<file path="config.mk">
export PLATFORM = sky130hd
export DESIGN_NAME = mini_alu_mc
export DESIGN_NICKNAME = d
export VERILOG_FILES = /design/src/rtl/mini_alu_mc.sv
export SDC_FILE = /design/constraint.sdc
export NUM_CORES = 2
export LEC_CHECK = 0
export CORE_ASPECT_RATIO = 1.2
export CORE_MARGIN = 2
export CORE_UTILIZATION = 35
export DETAILED_ROUTE_END_ITERATION = 10
export PLACE_DENSITY_LB_ADDON = 0.12
export SLEW_MARGIN = 15
export SYNTH_ARGS = -nofsm -noshare
export SYNTH_HDL_FRONTEND = slang
export SYNTH_SLANG_ARGS = --single-unit
</file>
<file path="constraint.sdc">
create_clock -name Clock -period 25.6 [get_ports Clock]
set_input_delay 2.56 -clock Clock [delete_from_list [all_inputs] [get_ports Clock]]
set_output_delay 2.56 -clock Clock [all_outputs]
set_load 0.05 [all_outputs]
</file>
<file path="src/rtl/mini_alu_mc.sv">
// mini_alu_mc -- multi-cycle mini ALU with a private register file.
//
// Accepts one instruction at a time (valid/ready handshake). Most ops take
// one EXEC cycle after accept; SMUL then spends DATA_W cycles in an
// iterative shift-add multiplier before writing back.
//
// Ports:
//   Clock, Reset         single clock, synchronous active-low reset
//   iInstValid/oInstReady instruction handshake (ready only in IDLE)
//   iOp, iDst, iSrc0/1   opcode, destination / branch target, sources
//   oLed                 registered LED value (low LED_W bits of a register)
//   oBranchTaken/Target  one-cycle branch pulse and its target
//   oRetire              one-cycle pulse per completed instruction
//
// Build option: define MINI_ALU_MC_SAT_EN to make ADD/SUB saturate to the
// signed DATA_W range instead of wrapping. SMUL always wraps.
module mini_alu_mc #(
   parameter int DATA_W = 16,
   parameter int ADDR_W = 8,
   parameter int LED_W  = 8
) (
   input  logic              Clock,
   input  logic              Reset,
   input  logic              iInstValid,
   output logic              oInstReady,
   input  logic [3:0]        iOp,
   input  logic [ADDR_W-1:0] iDst,
   input  logic [ADDR_W-1:0] iSrc0,
   input  logic [ADDR_W-1:0] iSrc1,
   output logic [LED_W-1:0]  oLed,
   output logic              oBranchTaken,
   output logic [ADDR_W-1:0] oBranchTarget,
   output logic              oRetire
);

   localparam logic [3:0] OP_ADD  = 4'd1;
   localparam logic [3:0] OP_SUB  = 4'd2;
   localparam logic [3:0] OP_SMUL = 4'd3;
   localparam logic [3:0] OP_STO  = 4'd4;
   localparam logic [3:0] OP_BLE  = 4'd5;
   localparam logic [3:0] OP_JMP  = 4'd6;
   localparam logic [3:0] OP_LED  = 4'd7;
   localparam int         CNT_W   = $clog2(DATA_W);
   localparam logic [CNT_W-1:0] CNT_LAST = CNT_W'(DATA_W - 1);

   typedef enum logic [1:0] {IDLE, EXEC, MUL} state_t;

   state_t              state, stateNext;
   logic [3:0]          opR;
   logic [ADDR_W-1:0]   dstR, src0R, src1R;
   logic [DATA_W-1:0]   regFile [2**ADDR_W];
   logic [DATA_W-1:0]   opA, opB;           // opA = R[src0], opB = R[src1]
   logic [DATA_W-1:0]   imm, addRes, subRes;
   logic [DATA_W-1:0]   mcand, mplier, acc, accNext;
   logic [CNT_W-1:0]    mulCnt;
   logic                accept, execEnd, mulLast;
   logic                wrEn;
   logic [DATA_W-1:0]   wrData;

   // ---------------- FSM ----------------
   always_ff @(posedge Clock) begin
      if (!Reset) state <= IDLE;
      else        state <= stateNext;
   end

   always_comb begin
      stateNext  = state;
      oInstReady = 1'b0;
      case (state)
         IDLE: begin
            oInstReady = 1'b1;
            if (iInstValid) stateNext = EXEC;
         end
         EXEC:    stateNext = (opR == OP_SMUL) ? MUL : IDLE;
         MUL:     if (mulCnt == CNT_LAST) stateNext = IDLE;
         default: stateNext = IDLE;
      endcase
   end

   assign accept  = iInstValid && (state == IDLE);
   assign execEnd = (state == EXEC) && (opR != OP_SMUL);
   assign mulLast = (state == MUL) && (mulCnt == CNT_LAST);

   // Instruction fields are only captured on accept, so input changes while
   // busy are ignored.
   always_ff @(posedge Clock) begin
      if (!Reset) begin
         opR   <= '0;
         dstR  <= '0;
         src0R <= '0;
         src1R <= '0;
      end else if (accept) begin
         opR   <= iOp;
         dstR  <= iDst;
         src0R <= iSrc0;
         src1R <= iSrc1;
      end
   end

   // ---------------- datapath ----------------
   assign opA = regFile[src0R];
   assign opB = regFile[src1R];

   generate
      if (2*ADDR_W >= DATA_W) begin : g_immTrunc
         logic [2*ADDR_W-1:0] immCat;
         assign immCat = {src1R, src0R};
         assign imm    = immCat[DATA_W-1:0];
      end else begin : g_immExt
         assign imm = {{(DATA_W-2*ADDR_W){1'b0}}, src1R, src0R};
      end
   endgenerate

`ifdef MINI_ALU_MC_SAT_EN
   // One guard bit; overflow when the guard and the sign bit disagree.
   logic [DATA_W:0] addWide, subWide;
   assign addWide = {opB[DATA_W-1], opB} + {opA[DATA_W-1], opA};
   assign subWide = {opB[DATA_W-1], opB} - {opA[DATA_W-1], opA};

   function automatic logic [DATA_W-1:0] sat(input logic [DATA_W:0] w);
      if (w[DATA_W] != w[DATA_W-1])
         return w[DATA_W] ? {1'b1, {(DATA_W-1){1'b0}}} : {1'b0, {(DATA_W-1){1'b1}}};
      return w[DATA_W-1:0];
   endfunction

   assign addRes = sat(addWide);
   assign subRes = sat(subWide);
`else
   assign addRes = opB + opA;
   assign subRes = opB - opA;
`endif

   // Shift-add multiplier. Only the low DATA_W product bits are kept, and
   // those are identical for signed and unsigned operands, so no sign
   // correction step is needed.
   assign accNext = acc + (mplier[0] ? mcand : '0);

   always_ff @(posedge Clock) begin
      if (!Reset) begin
         mcand  <= '0;
         mplier <= '0;
         acc    <= '0;
         mulCnt <= '0;
      end else if (state == EXEC) begin
         mcand  <= opA;
         mplier <= opB;
         acc    <= '0;
         mulCnt <= '0;
      end else if (state == MUL) begin
         acc    <= accNext;
         mcand  <= mcand << 1;
         mplier <= mplier >> 1;
         mulCnt <= mulCnt + 1'b1;
      end
   end

   // Register-file write. Gated by Reset so an aborted instruction never
   // commits. Sources are read combinationally before the write edge, so
   // dst == src is safe.
   always_comb begin
      wrEn   = 1'b0;
      wrData = accNext;
      if (Reset) begin
         if (execEnd) begin
            case (opR)
               OP_ADD: begin wrEn = 1'b1; wrData = addRes; end
               OP_SUB: begin wrEn = 1'b1; wrData = subRes; end
               OP_STO: begin wrEn = 1'b1; wrData = imm;    end
               default: ;
            endcase
         end else if (mulLast) begin
            wrEn = 1'b1;
         end
      end
   end

   always_ff @(posedge Clock) begin
      if (wrEn) regFile[dstR] <= wrData;
   end

   // ---------------- registered outputs ----------------
   always_ff @(posedge Clock) begin
      if (!Reset) begin
         oLed          <= '0;
         oBranchTaken  <= 1'b0;
         oBranchTarget <= '0;
         oRetire       <= 1'b0;
      end else begin
         oRetire      <= execEnd | mulLast;
         oBranchTaken <= 1'b0;
         if (execEnd) begin
            case (opR)
               OP_BLE: if ($signed(opB) <= $signed(opA)) begin
                  oBranchTaken  <= 1'b1;
                  oBranchTarget <= dstR;
               end
               OP_JMP: begin
                  oBranchTaken  <= 1'b1;
                  oBranchTarget <= dstR;
               end
               OP_LED: oLed <= opB[LED_W-1:0];
               default: ;
            endcase
         end
      end
   end

endmodule

</file>
# Yosys cells after proc, flatten, opt, wreduce, memory -nomap -nowiden
# Memory sizes are Yosys's and may differ from the RTL's. A register that Yosys moved wholly into a read port is not among the register bits.
# Index checks and enable logic that the tools add are counted.
# totals
register_bits	100
mem_bits_rw	4096
input_bits	31
wordCells	74
mem_count	1
# classes
addsub	4
n_lt_le_gt_ge	1
eq_ne	14
n_mux	27
bitwise	2
n_reduce_logical	12
# mem_list
memory	depth	word_bits	read_ports	rd_ports_with_merged_regs	wr	line	text
regFile	256	16	2	2	1	51	logic [DATA_W-1:0] regFile [2**ADDR_W];
# op_table
op	count
16-bit 2-to-1 mux	7
16-bit one-hot mux with 3 select lines	1
8-bit 2-to-1 mux	5
16-bit adder	2
4-bit by 3-bit equality test with 1-bit output (second input constant)	4
16-bit less-or-equal comparator	1
8-bit one-hot mux with 2 select lines	1
16-bit subtractor	1
4-bit by 2-bit equality test with 1-bit output (second input constant)	2
1-bit 2-to-1 mux	8
2-bit 2-to-1 mux	3
2-bit one-hot mux with 3 select lines	1
2-bit AND reduction	3
4-bit by 1-bit adder with 4-bit output (second input constant)	1
4-bit by 1-bit equality test with 1-bit output (second input constant)	1
4-bit equality test (second input constant)	1
2-bit inequality test (second input constant)	2
4-bit by 2-bit inequality test with 1-bit output (second input constant)	1
2-bit nonzero test	2
1-bit logical AND	3
3-bit AND reduction	1
3-bit OR reduction	1
2-bit by 1-bit equality test with 1-bit output (second input constant)	1
2-bit equality test (second input constant)	1
other kinds (6)	6

# Longest topological paths before layout
# depth
depth_word	7
ltp_mapped	23
mapped_depth_nobuf	18

# Least setup slack after synthesis
# OpenSTA, ideal clock, no wires.
# synth_path
kind	register to register
start	register (tool-made name)
end	memory regFile[0][12] (data pin)
setup_ps	2188
arrival_ps	14229
required_ps	23412
setup_slack_ps	9183
stages_incl_launch_ff	21
synth_period_minus_slack_ps	16417
path_cell_list	dfxtp_1 -> buf_6 -> buf_12 -> buf_6 -> buf_6 -> buf_4 -> mux4_2 -> a22oi_1 -> a21oi_1 -> o311ai_1 -> ha_1 -> inv_1 -> fa_1 -> a211oi_1 -> o21ai_0 -> a2111oi_1 -> nor2_1 -> xnor2_1 -> nor2_1 -> a221oi_1 -> o21ai_0
# synth_rtl
item	line
end, declared	51

==> run_results.csv <==
group,metric,value,unit
sta,rsz0062_at_grt,"no",
power,pwr-share-comb,10.0,%
drt,routed_via_density,6.64,
flow_run,cap_violations,1,
min_path,hold_class,"reg -> reg",
placement,hpwl,600,mm
die,die_h,826,µm
yosys,yosysWarnings,0,
sta,drv_slew,0,
clock_tree,cts_setup_buffers,0,
drt,drc,0,
global_route,grt_antenna_before_repair,107,
power,p_int,12.0,mW
sta,timing.fmax,0.0833,GHz
sta,hold_viol_final,0,
setup_path,worstPathMaxFanout,76,
placement,postPlaceCellArea,208000,µm²
clock_tree,hold_buffers,0,
drt,wl,909,mm
sta,slew_headroom,1.49,%
layout,fill_cells,50100,
layout,drive_gt1_share,33.8,%
drt,ant_nets,0,
drt,dr.pass1.iters,6,
sta,finalWorstPathRequiredPeriod,12.00,ns
sta,finalClockSkew,0.112,ns
power,vdd.ir_drop.worst,0.0641,mV
setup_path,cp.required,26.31,ns
outcome,violations,"max-capacitance violations",
global_route,grt_util_all_layers,31.4,%
clock_tree,cts_made_buffers,468,
setup_path,cp-end-kind,"register",
clock_tree,clkSlewWorstSetupHoldPaths,0.06,ns
die,floorplan.initialDensity,35.1,%
yosys,post_synth.cell_area_avg,19.6,µm²
layout,fin_area,224000,µm²
power,power_switching,4.11,mW
global_route,grt_max_degree,193,
clock_tree,cts_resized,0,
die,die-area,569000,µm²
yosys,yosysSeqAreaShare,63.6,%
global_route,grt_pass1_wl,1180,mm
yosys,ys_seq_elements,4212,
drt,wl_per_cell,49.6,µm
die,fp.dieW,689,µm
clock_tree,root_buffer,"clkbuf_16",
layout,syn_to_final_growth,13.7,%
global_route,grt_overflow,0,
layout,layout.nets,10400,
die,core,560000,µm²
die,row_count,301,
power,leakagePower,66.3,nW
power,clkPwrFrac,43.4,%
setup_path,start_kind,"register",
yosys,synthDistinctLibCells,108,
sta,tightest_slew,1.47,ns
yosys,syn_nets,10200,
placement,port_buffers,49,
setup_path,cp_data_arrival_time,12.71,ns
setup_path,critPathKind,"reg -> reg",
sta,setup_tns,0,ns
global_route,grt_pass1_vias,118000,
power,swShare,25.4,%
yosys,netlist_instances,10100,
drt,drt_iter0_markers,18200,
yosys,async_reset_ff_share,0,%
clock_tree,cts_tree,"done",
power,p_per_area,72.1,nW/µm²
sta,setup_viol,0,
outcome,status,"finished with violations",
yosys,synth_ff_type,"edfxtp_1",
clock_tree,clock-sinks,4212,
placement,place_congestion,1.01,
die,io_pins,50,
layout,seq_area,125000,µm²
yosys,synth_edf_count,4096,
power,pwr-share-seq,46.7,%
layout,multiInputGateArea,68200,µm²
clock_tree,cts.htree.levels,5,
clock_tree,cts_buffer_depth,4,
drt,via_count,122000,
sta,period_share,46.9,%
clock_tree,clock_latency,1.13,ns
yosys,netlist_area,197000,µm²
## per-stage QoR
| stage | setup WS (ns) | util, % | hold WS [ns] | power [mW] | std cells |
|---|---|---|---|---|---|
| 2_1_floorplan | 9.18 | - | 0.453 | 8.62 | 10100 |
| 3_3_place_gp | 13.42 | 37.0 | 0.472 | 9.27 | 17200 |
| 3_5_place_dp | 13.33 | 37.1 | 0.482 | 9.27 | 17200 |
| 4_1_cts | 13.27 | 39.9 | 0.489 | 16.2 | 18100 |
| 5_1_grt | 12.96 | 40.0 | 0.517 | 16.5 | 18300 |
| 6_report | 13.60 | 40.0 | 0.495 | 16.2 | 18300 |
## registers in the layout, indices dropped and copies added (netlist names), 4 cells and up, named ones only
signal / cells
src1R: 8
oLed: 8
mplier: 16
opR: 4
regFile: 4096
oBranchTarget: 8
src0R: 8
mulCnt: 4
dstR: 8
acc: 16
mcand: 16
## per-layer routing
layer  wire length [µm]  part of all wire, %  global-route usage (%)  up-vias
li1                   -                    -                       -    44800
met1             326000                   36                    38.3    66900
met2             419000                   46                    48.9     8117
met3              80000                  8.8                    6.86     1835
met4              83900                  9.2                    24.1       22
met5                143                0.016                       0        -
## cell usage after synthesis (17+ instances only)
cell	number	area, µm²
inv_1	44	165
buf_6	139	1570
clkbuf_8	38	523
a21oi_1	169	846
nand2_1	201	754
o22ai_1	304	1900
mux4_2	1876	42300
buf_1	36	135
buf_4	121	908
mux2_2	20	225
o21ai_0	134	671
or3_1	39	244
nor3_1	242	1210
or2_2	17	106
nand2b_1	29	181
a22o_1	37	324
a21boi_0	31	233
a211oi_1	29	218
or4_1	43	323
nand3_1	70	350
edfxtp_1	4096	123000
a22oi_1	194	1460
ha_1	51	638
a31oi_1	30	188
mux4_1	163	4280
nand4_1	36	225
dfxtp_1	116	2320
mux2i_1	198	1980
nor4_1	93	582
o21ai_1	21	105
and2_1	30	188
nor2_1	414	1550
buf_12	29	581
a221oi_1	84	736
clkbuf_1	261	980
xnor2_1	18	158
and3_1	26	163
nor2b_1	46	288
o32ai_1	128	1120
buf_2	180	901
## cell usage in the layout (no fill, tap or decap), types with 26 or more instances in the layout
| cell | netlist | layout |
|---|---|---|
| edfxtp_1 | 4096 | 4096 |
| mux4_2 | 1876 | 1876 |
| buf_4 | 121 | 488 |
| clkbuf_16 | 0 | 473 |
| o22ai_1 | 304 | 300 |
| diode_2 | 0 | 210 |
| mux2i_1 | 198 | 197 |
| a22oi_1 | 194 | 194 |
| nor3_1 | 242 | 194 |
| nor2_4 | 0 | 183 |
| nand2_1 | 201 | 181 |
| mux4_1 | 163 | 163 |
| a21oi_1 | 169 | 159 |
| nor2_1 | 414 | 152 |
| clkinv_1 | 1 | 117 |
| o32ai_1 | 128 | 117 |
| o21ai_0 | 134 | 109 |
| clkinv_2 | 0 | 107 |
| dfxtp_1 | 116 | 104 |
| a221oi_1 | 84 | 82 |
| nor4_1 | 93 | 80 |
| nor2_2 | 0 | 79 |
| clkbuf_1 | 261 | 65 |
| nand3_1 | 70 | 61 |
| bufinv_16 | 0 | 60 |
| nor3_2 | 5 | 52 |
| ha_1 | 51 | 51 |
| clkdlybuf4s50_1 | 0 | 48 |
| or4_1 | 43 | 43 |
| inv_1 | 44 | 42 |
| nor2b_1 | 46 | 40 |
| or3_1 | 39 | 39 |
| o21ai_1 | 21 | 38 |
| a22o_1 | 37 | 37 |
| nand4_1 | 36 | 36 |
| buf_12 | 29 | 32 |
| a21boi_0 | 31 | 31 |
| and2_1 | 30 | 29 |
| and3_1 | 26 | 26 |
## critical path, cell delays in order, from the launching register on
cell,delay (ns)
dfxtp_4,0.92
buf_4,0.76
buf_4,0.89
buf_4,0.74
buf_12,0.53
mux4_2,0.60
a221oi_1,0.32
o21ai_1,0.14
buf_4,0.20
or4_1,0.75
o311ai_2,0.30
ha_1,0.28
inv_1,0.06
fa_1,0.47
a211oi_1,0.36
o21ai_0,0.31
a21o_1,0.23
a21oi_1,0.26
o21ai_0,0.14
xnor2_1,0.17
a221oi_1,0.13
o21ai_4,0.79
buf_4,0.86
buf_4,0.77
## cell families (layout without fill, tap and decap cells)
logic type               after synthesis  count (layout)  synth area share (%)
AND/OR/NAND/NOR                     1366            1366                  3.52
AO/OA/AOI/OAI                       1283            1283                  4.53
XOR/XNOR                              28              28                 0.124
other                                  0             210                     0
adder cells (fa/ha/maj)               54              54                 0.354
flip-flops                          4212            4212                  63.6
multiplexers                        2261            2261                  24.8
buffers and inverters                870            1500                  3.05
## power by group through the flow
stage	Sequential, mW	Combinational (mW)	Clock (mW)
5_1_grt	7.54	1.63	7.31
4_1_cts	7.54	1.59	7.07
3_5_place_dp	7.68	1.58	0
3_3_place_gp	7.68	1.58	0
6_report	7.54	1.61	7.00
2_1_floorplan	7.69	0.924	0
## layout make-up
type	instances	share of cell area, %
diodes	210	0.235
clock buffers	543	5.42
repair buffers	579	2.20
clock inverters	333	1.54
multi-input cells	4992	30.4
well taps	7423	4.15
flip-flops and latches	4212	55.9
inverters	45	0.0765
## worst paths after layout
| kind | from | endpoint | slack (ns) | depth (start not counted) |
|---|---|---|---|---|
| worst max-delay path | register | regFile[51][10] | 13.60 | 23 |
| worst min-delay path | acc[8] | acc[8] | 0.49 | 2 |
| worst max register to register | register | regFile[51][10] | 13.60 | 23 |
| worst min register to register | acc[8] | acc[8] | 0.49 | 2 |
(Power assumes the default switching activity.)
